File: config.mk
export PLATFORM = sky130hd
export DESIGN_NAME = switch_loader_flat
export DESIGN_NICKNAME = d
export VERILOG_FILES = /design/src/rtl/loader_pkg.sv /design/src/rtl/switch_loader_if.sv /design/src/rtl/key_debounce.sv /design/src/rtl/switch_loader.sv /design/src/flat_wrapper.sv
export SDC_FILE = /design/constraint.sdc
export NUM_CORES = 1
export LEC_CHECK = 0
export ABC_AREA = 1
export BUFFER_PORTS_ARGS = -buffer_cell sky130_fd_sc_hd__buf_2
export CORE_ASPECT_RATIO = 1.25
export CORE_MARGIN = 3
export CORE_UTILIZATION = 55
export CTS_CLUSTER_SIZE = 30
export DETAILED_ROUTE_END_ITERATION = 8
export GPL_TIMING_DRIVEN = 1
export PLACE_DENSITY = 0.89
export SETUP_SLACK_MARGIN = 0.15
export SLEW_MARGIN = 20
export SYNTH_ARGS = -nofsm -noshare
export SYNTH_HDL_FRONTEND = slang
export SYNTH_SLANG_ARGS = --single-unit
File: constraint.sdc
create_clock -name Clk -period 4.22 [get_ports Clk]
set_input_delay 0.633 -clock Clk [delete_from_list [all_inputs] [get_ports Clk]]
set_output_delay 0.633 -clock Clk [all_outputs]
set_load 0.01 [all_outputs]
File: src/rtl/loader_pkg.sv
`default_nettype none
// ============================================================================
// Module   : loader_pkg
// Brief    : Shared state encoding and default widths for the switch loader.
// Revision : 1.0 - initial release
// ============================================================================
package loader_pkg;

    // The encoding values are shown directly on the HEX display.
    typedef enum logic [2:0] {
        ST_IDLE    = 3'd0,
        ST_ARMED   = 3'd1,
        ST_WRITE   = 3'd2,
        ST_RELEASE = 3'd3,
        ST_DONE    = 3'd4
    } state_t;

    localparam int c_addr_w    = 8;
    localparam int c_data_w    = 16;
    localparam int c_debounce  = 16;
    localparam int c_last_addr = 255;

endpackage
`default_nettype wire

File: src/rtl/switch_loader_if.sv
`default_nettype none
// ============================================================================
// Module   : switch_loader_if
// Brief    : Panel inputs and memory write handshake of the switch loader.
// Revision : 1.0 - initial release
// ============================================================================
interface switch_loader_if
    import loader_pkg::*;
#(
    parameter int ADDR_W = c_addr_w,
    parameter int DATA_W = c_data_w
);
    logic              Enable;
    logic              KeyN;
    logic [DATA_W-1:0] SwData;
    logic              WrAck;
    logic              WrReq;
    logic [ADDR_W-1:0] WrAddr;
    logic [DATA_W-1:0] WrData;
    logic              Done;
    logic [2:0]        StateO;

    // master: the loader, which issues write requests
    modport master (
        input  Enable, KeyN, SwData, WrAck,
        output WrReq, WrAddr, WrData, Done, StateO
    );

    // slave: the board and memory side
    modport slave (
        output Enable, KeyN, SwData, WrAck,
        input  WrReq, WrAddr, WrData, Done, StateO
    );
endinterface
`default_nettype wire

File: src/rtl/key_debounce.sv
`default_nettype none
// ============================================================================
// Module   : key_debounce
// Brief    : Synchronises and debounces an active-low key; pulses on press.
// Revision : 1.0 - initial release
// ============================================================================
module key_debounce
    import loader_pkg::*;
#(
    parameter int DEBOUNCE = c_debounce
) (
    input  wire logic clk,
    input  wire logic rst,
    input  wire logic i_key_n,
    output logic      o_key_s,
    output logic      o_press
);
    localparam int                 c_cnt_w    = $clog2(DEBOUNCE + 1);
    localparam logic [c_cnt_w-1:0] c_cnt_last = c_cnt_w'(DEBOUNCE - 1);

    logic               r_sync1;
    logic               r_sync2;
    logic               r_key_s;
    logic               r_press;
    logic [c_cnt_w-1:0] r_cnt;

    always_ff @(posedge clk or posedge rst) begin
        if (rst) begin
            r_sync1 <= 1'b1;
            r_sync2 <= 1'b1;
            r_key_s <= 1'b1;
            r_press <= 1'b0;
            r_cnt   <= '0;
        end else begin
            r_sync1 <= i_key_n;
            r_sync2 <= r_sync1;
            r_press <= 1'b0;
            if (r_sync2 == r_key_s) begin
                r_cnt <= '0;
            end else if (r_cnt == c_cnt_last) begin
                // DEBOUNCE consecutive differing cycles: accept the new level
                r_key_s <= r_sync2;
                r_cnt   <= '0;
                r_press <= ~r_sync2;
            end else begin
                r_cnt <= r_cnt + c_cnt_w'(1);
            end
        end
    end

    assign o_key_s = r_key_s;
    assign o_press = r_press;
endmodule
`default_nettype wire

File: src/rtl/switch_loader.sv
`default_nettype none
// ============================================================================
// Module   : switch_loader
// Brief    : Writes switch words to successive memory addresses on key press.
// Revision : 1.0 - initial release
// ============================================================================
module switch_loader
    import loader_pkg::*;
#(
    parameter int ADDR_W    = c_addr_w,
    parameter int DATA_W    = c_data_w,
    parameter int DEBOUNCE  = c_debounce,
    parameter int LAST_ADDR = c_last_addr
) (
    input  wire logic        Clk,
    input  wire logic        Reset,
    switch_loader_if.master  bus
);
    localparam logic [ADDR_W-1:0] c_last = ADDR_W'(LAST_ADDR);

    logic              w_key_s;
    logic              w_press;
    state_t            r_state;
    logic              r_req;
    logic [ADDR_W-1:0] r_addr;
    logic [DATA_W-1:0] r_data;
    logic              r_done;

    key_debounce #(
        .DEBOUNCE (DEBOUNCE)
    ) u_key_debounce (
        .clk     (Clk),
        .rst     (Reset),
        .i_key_n (bus.KeyN),
        .o_key_s (w_key_s),
        .o_press (w_press)
    );

    always_ff @(posedge Clk or posedge Reset) begin
        if (Reset) begin
            r_state <= ST_IDLE;
            r_req   <= 1'b0;
            r_addr  <= '0;
            r_data  <= '0;
            r_done  <= 1'b0;
        end else begin
            case (r_state)
                ST_IDLE: begin
                    if (bus.Enable) begin
                        r_state <= ST_ARMED;
                        r_addr  <= '0;
                    end
                end
                ST_ARMED: begin
                    if (!bus.Enable) begin
                        r_state <= ST_IDLE;
                    end else if (w_press) begin
                        r_data  <= bus.SwData;
                        r_req   <= 1'b1;
                        r_state <= ST_WRITE;
                    end
                end
                ST_WRITE: begin
                    // Enable is deliberately ignored: a started write always completes
                    if (bus.WrAck) begin
                        r_req <= 1'b0;
                        if (r_addr == c_last) begin
                            r_state <= ST_DONE;
                            r_done  <= 1'b1;
                        end else begin
                            r_addr  <= r_addr + ADDR_W'(1);
                            r_state <= ST_RELEASE;
                        end
                    end
                end
                ST_RELEASE: begin
                    if (!bus.Enable) begin
                        r_state <= ST_IDLE;
                    end else if (w_key_s) begin
                        r_state <= ST_ARMED;
                    end
                end
                ST_DONE: begin
                    if (!bus.Enable) begin
                        r_state <= ST_IDLE;
                        r_done  <= 1'b0;
                    end
                end
                default: r_state <= ST_IDLE;
            endcase
        end
    end

    assign bus.WrReq  = r_req;
    assign bus.WrAddr = r_addr;
    assign bus.WrData = r_data;
    assign bus.Done   = r_done;
    assign bus.StateO = r_state;
endmodule
`default_nettype wire

File: src/flat_wrapper.sv
// flat-port wrapper written by rule: the top's interface ports become plain ports
module switch_loader_flat import loader_pkg::*;
#(
    parameter int ADDR_W    = c_addr_w,
    parameter int DATA_W    = c_data_w,
    parameter int DEBOUNCE  = c_debounce,
    parameter int LAST_ADDR = c_last_addr
)
  (Clk, Reset, bus_Enable, bus_KeyN, bus_SwData, bus_WrAck, bus_WrReq, bus_WrAddr, bus_WrData, bus_Done, bus_StateO);
  switch_loader_if #(.ADDR_W(ADDR_W), .DATA_W(DATA_W)) bus_i ();
  input  wire logic Clk;
  input  wire logic Reset;
  input wire logic [$bits(bus_i.Enable)-1:0] bus_Enable;
  input wire logic [$bits(bus_i.KeyN)-1:0] bus_KeyN;
  input wire logic [$bits(bus_i.SwData)-1:0] bus_SwData;
  input wire logic [$bits(bus_i.WrAck)-1:0] bus_WrAck;
  output wire logic [$bits(bus_i.WrReq)-1:0] bus_WrReq;
  output wire logic [$bits(bus_i.WrAddr)-1:0] bus_WrAddr;
  output wire logic [$bits(bus_i.WrData)-1:0] bus_WrData;
  output wire logic [$bits(bus_i.Done)-1:0] bus_Done;
  output wire logic [$bits(bus_i.StateO)-1:0] bus_StateO;
  assign bus_i.Enable = bus_Enable;
  assign bus_i.KeyN = bus_KeyN;
  assign bus_i.SwData = bus_SwData;
  assign bus_i.WrAck = bus_WrAck;
  assign bus_WrReq = bus_i.WrReq;
  assign bus_WrAddr = bus_i.WrAddr;
  assign bus_WrData = bus_i.WrData;
  assign bus_Done = bus_i.Done;
  assign bus_StateO = bus_i.StateO;
  switch_loader #(.ADDR_W(ADDR_W), .DATA_W(DATA_W), .DEBOUNCE(DEBOUNCE), .LAST_ADDR(LAST_ADDR)) u_core (.Clk(Clk), .Reset(Reset), .bus(bus_i));
endmodule
Word level (Yosys, flattened, before mapping)
Cells that the tools add are included.
- add/subtract/negate cells: 2
- eq/ne operators: 16
- multiplexer cells: 25
- bitwise operators: 2
- reduce and logical (&&, ||, !) cells: 10
- operators with widths (cell ; number):
    $mux W3 ; 8
    $mux W8 ; 3
    $pmux W8 S2 ; 1
    $pmux W3 S5 ; 1
    $ne A2 B2 Y1 const B ; 6
    $reduce_and A4 Y1 ; 3
    $mux W5 ; 2
    $add A8 B1 Y8 const B ; 1
    $eq A8 B8 Y1 const B ; 1
    $mux W1 ; 8
    $eq A3 B2 Y1 const B ; 2
    $ne A3 B3 Y1 const B ; 2
    $reduce_bool A2 Y1 ; 3
    $add A5 B1 Y5 const B ; 1
    $eq A5 B4 Y1 const B ; 1
    $reduce_and A5 Y1 ; 1
    $pmux W1 S2 ; 2
    $eq A3 B1 Y1 const B ; 1
    $eq A3 B3 Y1 const B ; 1
    $logic_not A3 Y1 ; 1
    $reduce_and A3 Y1 ; 1
    $ne A2 B1 Y1 const B ; 1
    $not A1 Y1 ; 2
    $reduce_and A2 Y1 ; 1
    $eq A1 B1 Y1 ; 1
- register bits after elaboration: 38
- logic and storage cells: 65

Depth between registers and ports, before layout
- depth after elaboration: 4
- mapped depth: 9
- depth with buffers taken out: 9

By module
A second synthesis with hierarchy kept.
- cell total of the unflattened synthesis: 204
- area, all modules: 1866.8 um2
- modules (own cells, without submodules) (module ; instances ; cells an instance ; area an instance (um2) ; seq. area each (um2)):
    switch_loader ; 1 ; 165 ; 1503.9 ; 725.7
    key_debounce ; 1 ; 39 ; 362.8 ; 229.0

Worst setup path after synthesis
OpenSTA, ideal clock, no wires.
- path type: input to register
- start point: in bus_Enable
- end point: reg u_core.r_data[0], in the netlist u_core.bus.WrData[0]
- setup time: 0.125 ns
- arrival time: 1.430 ns
- slack: 2.665 ns
- cell stages on the path: 5
- cells stage by stage: nand2_1 clkinv_1 nand3_4 buf_6 mux2_4
- cells in the longest elaborated chain, start to end: 1
- RTL lines (what ; line ; source):
    start: declaration ; flat_wrapper.sv:13 ; input wire logic [$bits(bus_i.Enable)-1:0] bus_Enable;
    $reduce_and A3 Y1 (no line) ; - ;
    end signal: assignment ; switch_loader.sv:58 ; r_data <= bus.SwData;
    end: declaration ; switch_loader.sv:26 ; logic [DATA_W-1:0] r_data;
No other way between the ends.
A chain may end at the register's enable or synchronous reset.

Worst setup path in the final report
- start point: reg u_core.r_state[2], in the netlist u_core.bus.StateO[2]
- end point: out bus_StateO[2]
- RTL lines (what ; line ; source):
    start: declaration ; switch_loader.sv:23 ; state_t r_state;
    start signal: assignment ; switch_loader.sv:41 ; r_state <= ST_IDLE;
    start signal: assignment ; switch_loader.sv:50 ; r_state <= ST_ARMED;
    start signal: assignment ; switch_loader.sv:56 ; r_state <= ST_IDLE;
    end: declaration ; flat_wrapper.sv:21 ; output wire logic [$bits(bus_i.StateO)-1:0] bus_StateO;
No word-level cell between the ends.

==> results_dict.tcl <==
set metrics [dict create \
    clock-sinks 38 \
    area_delta_synth_final_pct 19.17 \
    report.final.slew_viol_count 0 \
    reg2reg_depth 8 \
    rows 22 \
    ys_types 26 \
    ctsHtreeMaxLevel 2 \
    dieArea_um2 4056 \
    n_antenna_cell 0 \
    postCtsSetupRepairBufs 0 \
    drtIter0Drc 72 \
    cp.depth 1 \
    dr.pass1.iters 4 \
    wl_per_cell_um 12.72 \
    hold_viol 0 \
    drc 0 \
    start_util_pct 59.83 \
    tightest_slew_ns 0.4583 \
    antenna_found_initial 0 \
    grt_setup_unrepaired "no" \
    critPathBufInv 1 \
    power_frac_comb_pct 27.7 \
    seqPwrFrac_pct 48.2 \
    crit_arrival_ns 1.07 \
    period_needed_ns 1.706 \
    drt-total-wl_um 3639 \
    dp_hpwl_um 2757 \
    grt_overflow 0 \
    p_clk_share_pct 24.1 \
    critPathMaxStageDelay_ns 0.53 \
    cts-root-buf "clkbuf_4" \
    die_h_um 70.46 \
    grt_use_total_pct 19.89 \
    leakagePower_nw 1.255 \
    fmax_ghz 0.5861 \
    syn_avg_cell_area_um2 9.472 \
    cp_max_fo 6 \
    yosys_warnings 0 \
    setup-violations-final 0 \
    syn_nets 216 \
    yosys.area.top_type_share_pct 47.91 \
    synth_edf_count 0 \
    grt_pass1_vias 1426 \
    synth_seq_cells 38 \
    hold_depth 0 \
    viasPerCell 5.203 \
    switching_share_pct 36.60 \
    synth.most_common_cell "nand2_1" \
    syn_area_um2 1828 \
    clk_path_buf_depth 2 \
    switching_power_mw 0.3095 \
    vias 1488 \
    cp_slowest_cell "dfrtp_1" \
    min_path_type "reg2reg" \
    cts_inserted_buffers 5 \
    endpoint_kind "output pin" \
    drive_above_1_share_pct 34.00 \
    clk_latency_ns 0.35 \
    cp-start-kind "register" \
    crit_path_cell_trace "buf_2" \
    final_util_pct 71.29 \
    die_w_um 57.57 \
    clk_pin_slew_ns 0.10 \
    skew_ns 0.01084 \
    fin_crit_sh_pct 40.43 \
    required_ns 3.59 \
    fin_ws_ns 2.514 \
    critPathKind "reg2out" \
    grt_max_degree 39 \
    maxCapViolCount 0 \
    vdd_ir_drop_max_mv 0.2980 \
    ios 50 \
    ys_seq_area_share_pct 52.22 \
    final.setup.tns_ns 0 \
    netlist_instances 193 \
    synth_top_area_cell "dfrtp_1" \
    cts_resized 0 \
    dp_slack_ns 2.444 \
    ys.flop_type "dfrtp_1" \
    ant_nets 0 \
    gp_congestion 0.7855 \
    critPathTopFamily "flip-flops" \
    powerDensity_nw_per_um2 388.2 \
    maxSlewHeadroom_pct 69.44 \
    synthArstFlopShare_pct 100.0 \
    io_buffers 49 \
    status "finished, final reports clean" \
    layout.nets 272 \
    cts_tree "built" \
    holdBufCountCts 0 \
    core_um2 3055 \
    synth.area.top_cells "dfrtp_1 48%, nand2_1 11%, mux2_4 7.4%" \
    synth_common_cells "56 x nand2_1, 35 x dfrtp_1, 22 x nor2_1, 17 x inv_1, 14 x nand3_1" \
    intPower_mw 0.5360 \
    grt_pass1_wl_um 6196 \
]
layout make-up:
type,instances,area (um2)
sequential,38,954.7
fill,237,877.1
inverter,19,71.32
timing repair buffer,50,252.7
multi-input combinational,135,790.8
clock inverter,2,12.51
clock buffer,6,51.30
tap,36,45.04
layout by cell type, fill, tap and decap left out:
| cell | instances |
|---|---|
| a21oi_1 | 3 |
| and2_1 | 1 |
| and3_1 | 1 |
| buf_2 | 49 |
| buf_4 | 1 |
| clkbuf_4 | 5 |
| clkbuf_8 | 1 |
| clkinv_1 | 1 |
| clkinv_2 | 1 |
| clkinvlp_4 | 1 |
| dfrtp_1 | 35 |
| dfstp_2 | 3 |
| ha_1 | 2 |
| inv_1 | 17 |
| inv_2 | 1 |
| mux2_2 | 7 |
| mux2_4 | 9 |
| nand2_1 | 56 |
| nand2_2 | 2 |
| nand2_4 | 1 |
| nand3_1 | 14 |
| nand3_4 | 1 |
| nand3b_1 | 2 |
| nand4_1 | 2 |
| nor2_1 | 22 |
| nor2_4 | 2 |
| nor3_2 | 1 |
| nor3b_1 | 1 |
| o21ai_0 | 4 |
| o21bai_1 | 2 |
| xor2_1 | 2 |
routing by layer:
layer,vias to the layer above,global-route usage [%],part of all wire [%]
li1,725,-,-
met1,696,22.53,38
met2,59,34.17,54
met3,8,5.915,6.0
met4,0,7.990,1.7
met5,-,0,0
kinds of logic (layout without fill, tap and decap cells):
group | after synthesis | after routing | synth area share, %
AO/OA/AOI/OAI | 9 | 9 | 2.737
XOR/XNOR | 2 | 2 | 0.9584
adder cells (fa/ha/maj) | 2 | 2 | 1.369
buffers and inverters | 20 | 77 | 4.517
flip-flops | 38 | 38 | 52.22
multiplexers | 16 | 16 | 11.70
AND/OR/NAND/NOR | 106 | 106 | 26.49
through the flow:
step           cells  instance area [um2]  total power [mW]  hold WS, ns
2_1_floorplan    193                 1828            0.5787       0.3452
4_1_cts          286                 2178            0.8493       0.3683
3_3_place_gp     278                 2115            0.6386       0.3470
3_5_place_dp     278                 2115            0.6490       0.3523
6_report         286                 2178            0.8455       0.3653
5_1_grt          286                 2178            0.8990       0.3521
flip-flops by register name, summed over array words and instances, names as in the netlist:
name	cells
u_core.u_key_debounce.r_sync1	1
u_core.bus.WrReq	1
u_core.u_key_debounce.r_cnt	5
u_core.bus.WrData	16
u_core.bus.StateO	3
u_core.bus.Done	1
u_core.u_key_debounce.o_press	1
u_core.u_key_debounce.r_sync2	1
u_core.bus.WrAddr	8
u_core.u_key_debounce.o_key_s	1
power groups by stage:
stage / Sequential, mW / Clock (mW) / Combinational, mW
2_1_floorplan: 0.419 / 0 / 0.160
3_3_place_gp: 0.413 / 0 / 0.225
4_1_cts: 0.407 / 0.206 / 0.236
6_report: 0.408 / 0.204 / 0.234
5_1_grt: 0.410 / 0.225 / 0.264
3_5_place_dp: 0.414 / 0 / 0.235
final timing paths:
check	endpoint	slack [ns]	startpoint
worst max-delay path	bus_StateO[2]	2.51	u_core.bus.StateO[2]
worst min-delay path	u_core.u_key_debounce.r_sync2	0.37	u_core.u_key_debounce.r_sync1
worst max register to register	u_core.bus.WrAddr[7]	2.63	u_core.bus.WrAddr[0]
worst min register to register	u_core.u_key_debounce.r_sync2	0.37	u_core.u_key_debounce.r_sync1
max in group asynchronous	u_core.u_key_debounce.o_key_s	3.48	Reset
min in group asynchronous	u_core.bus.WrData[2]	0.38	Reset
Power figures use the tool's default switching activity.
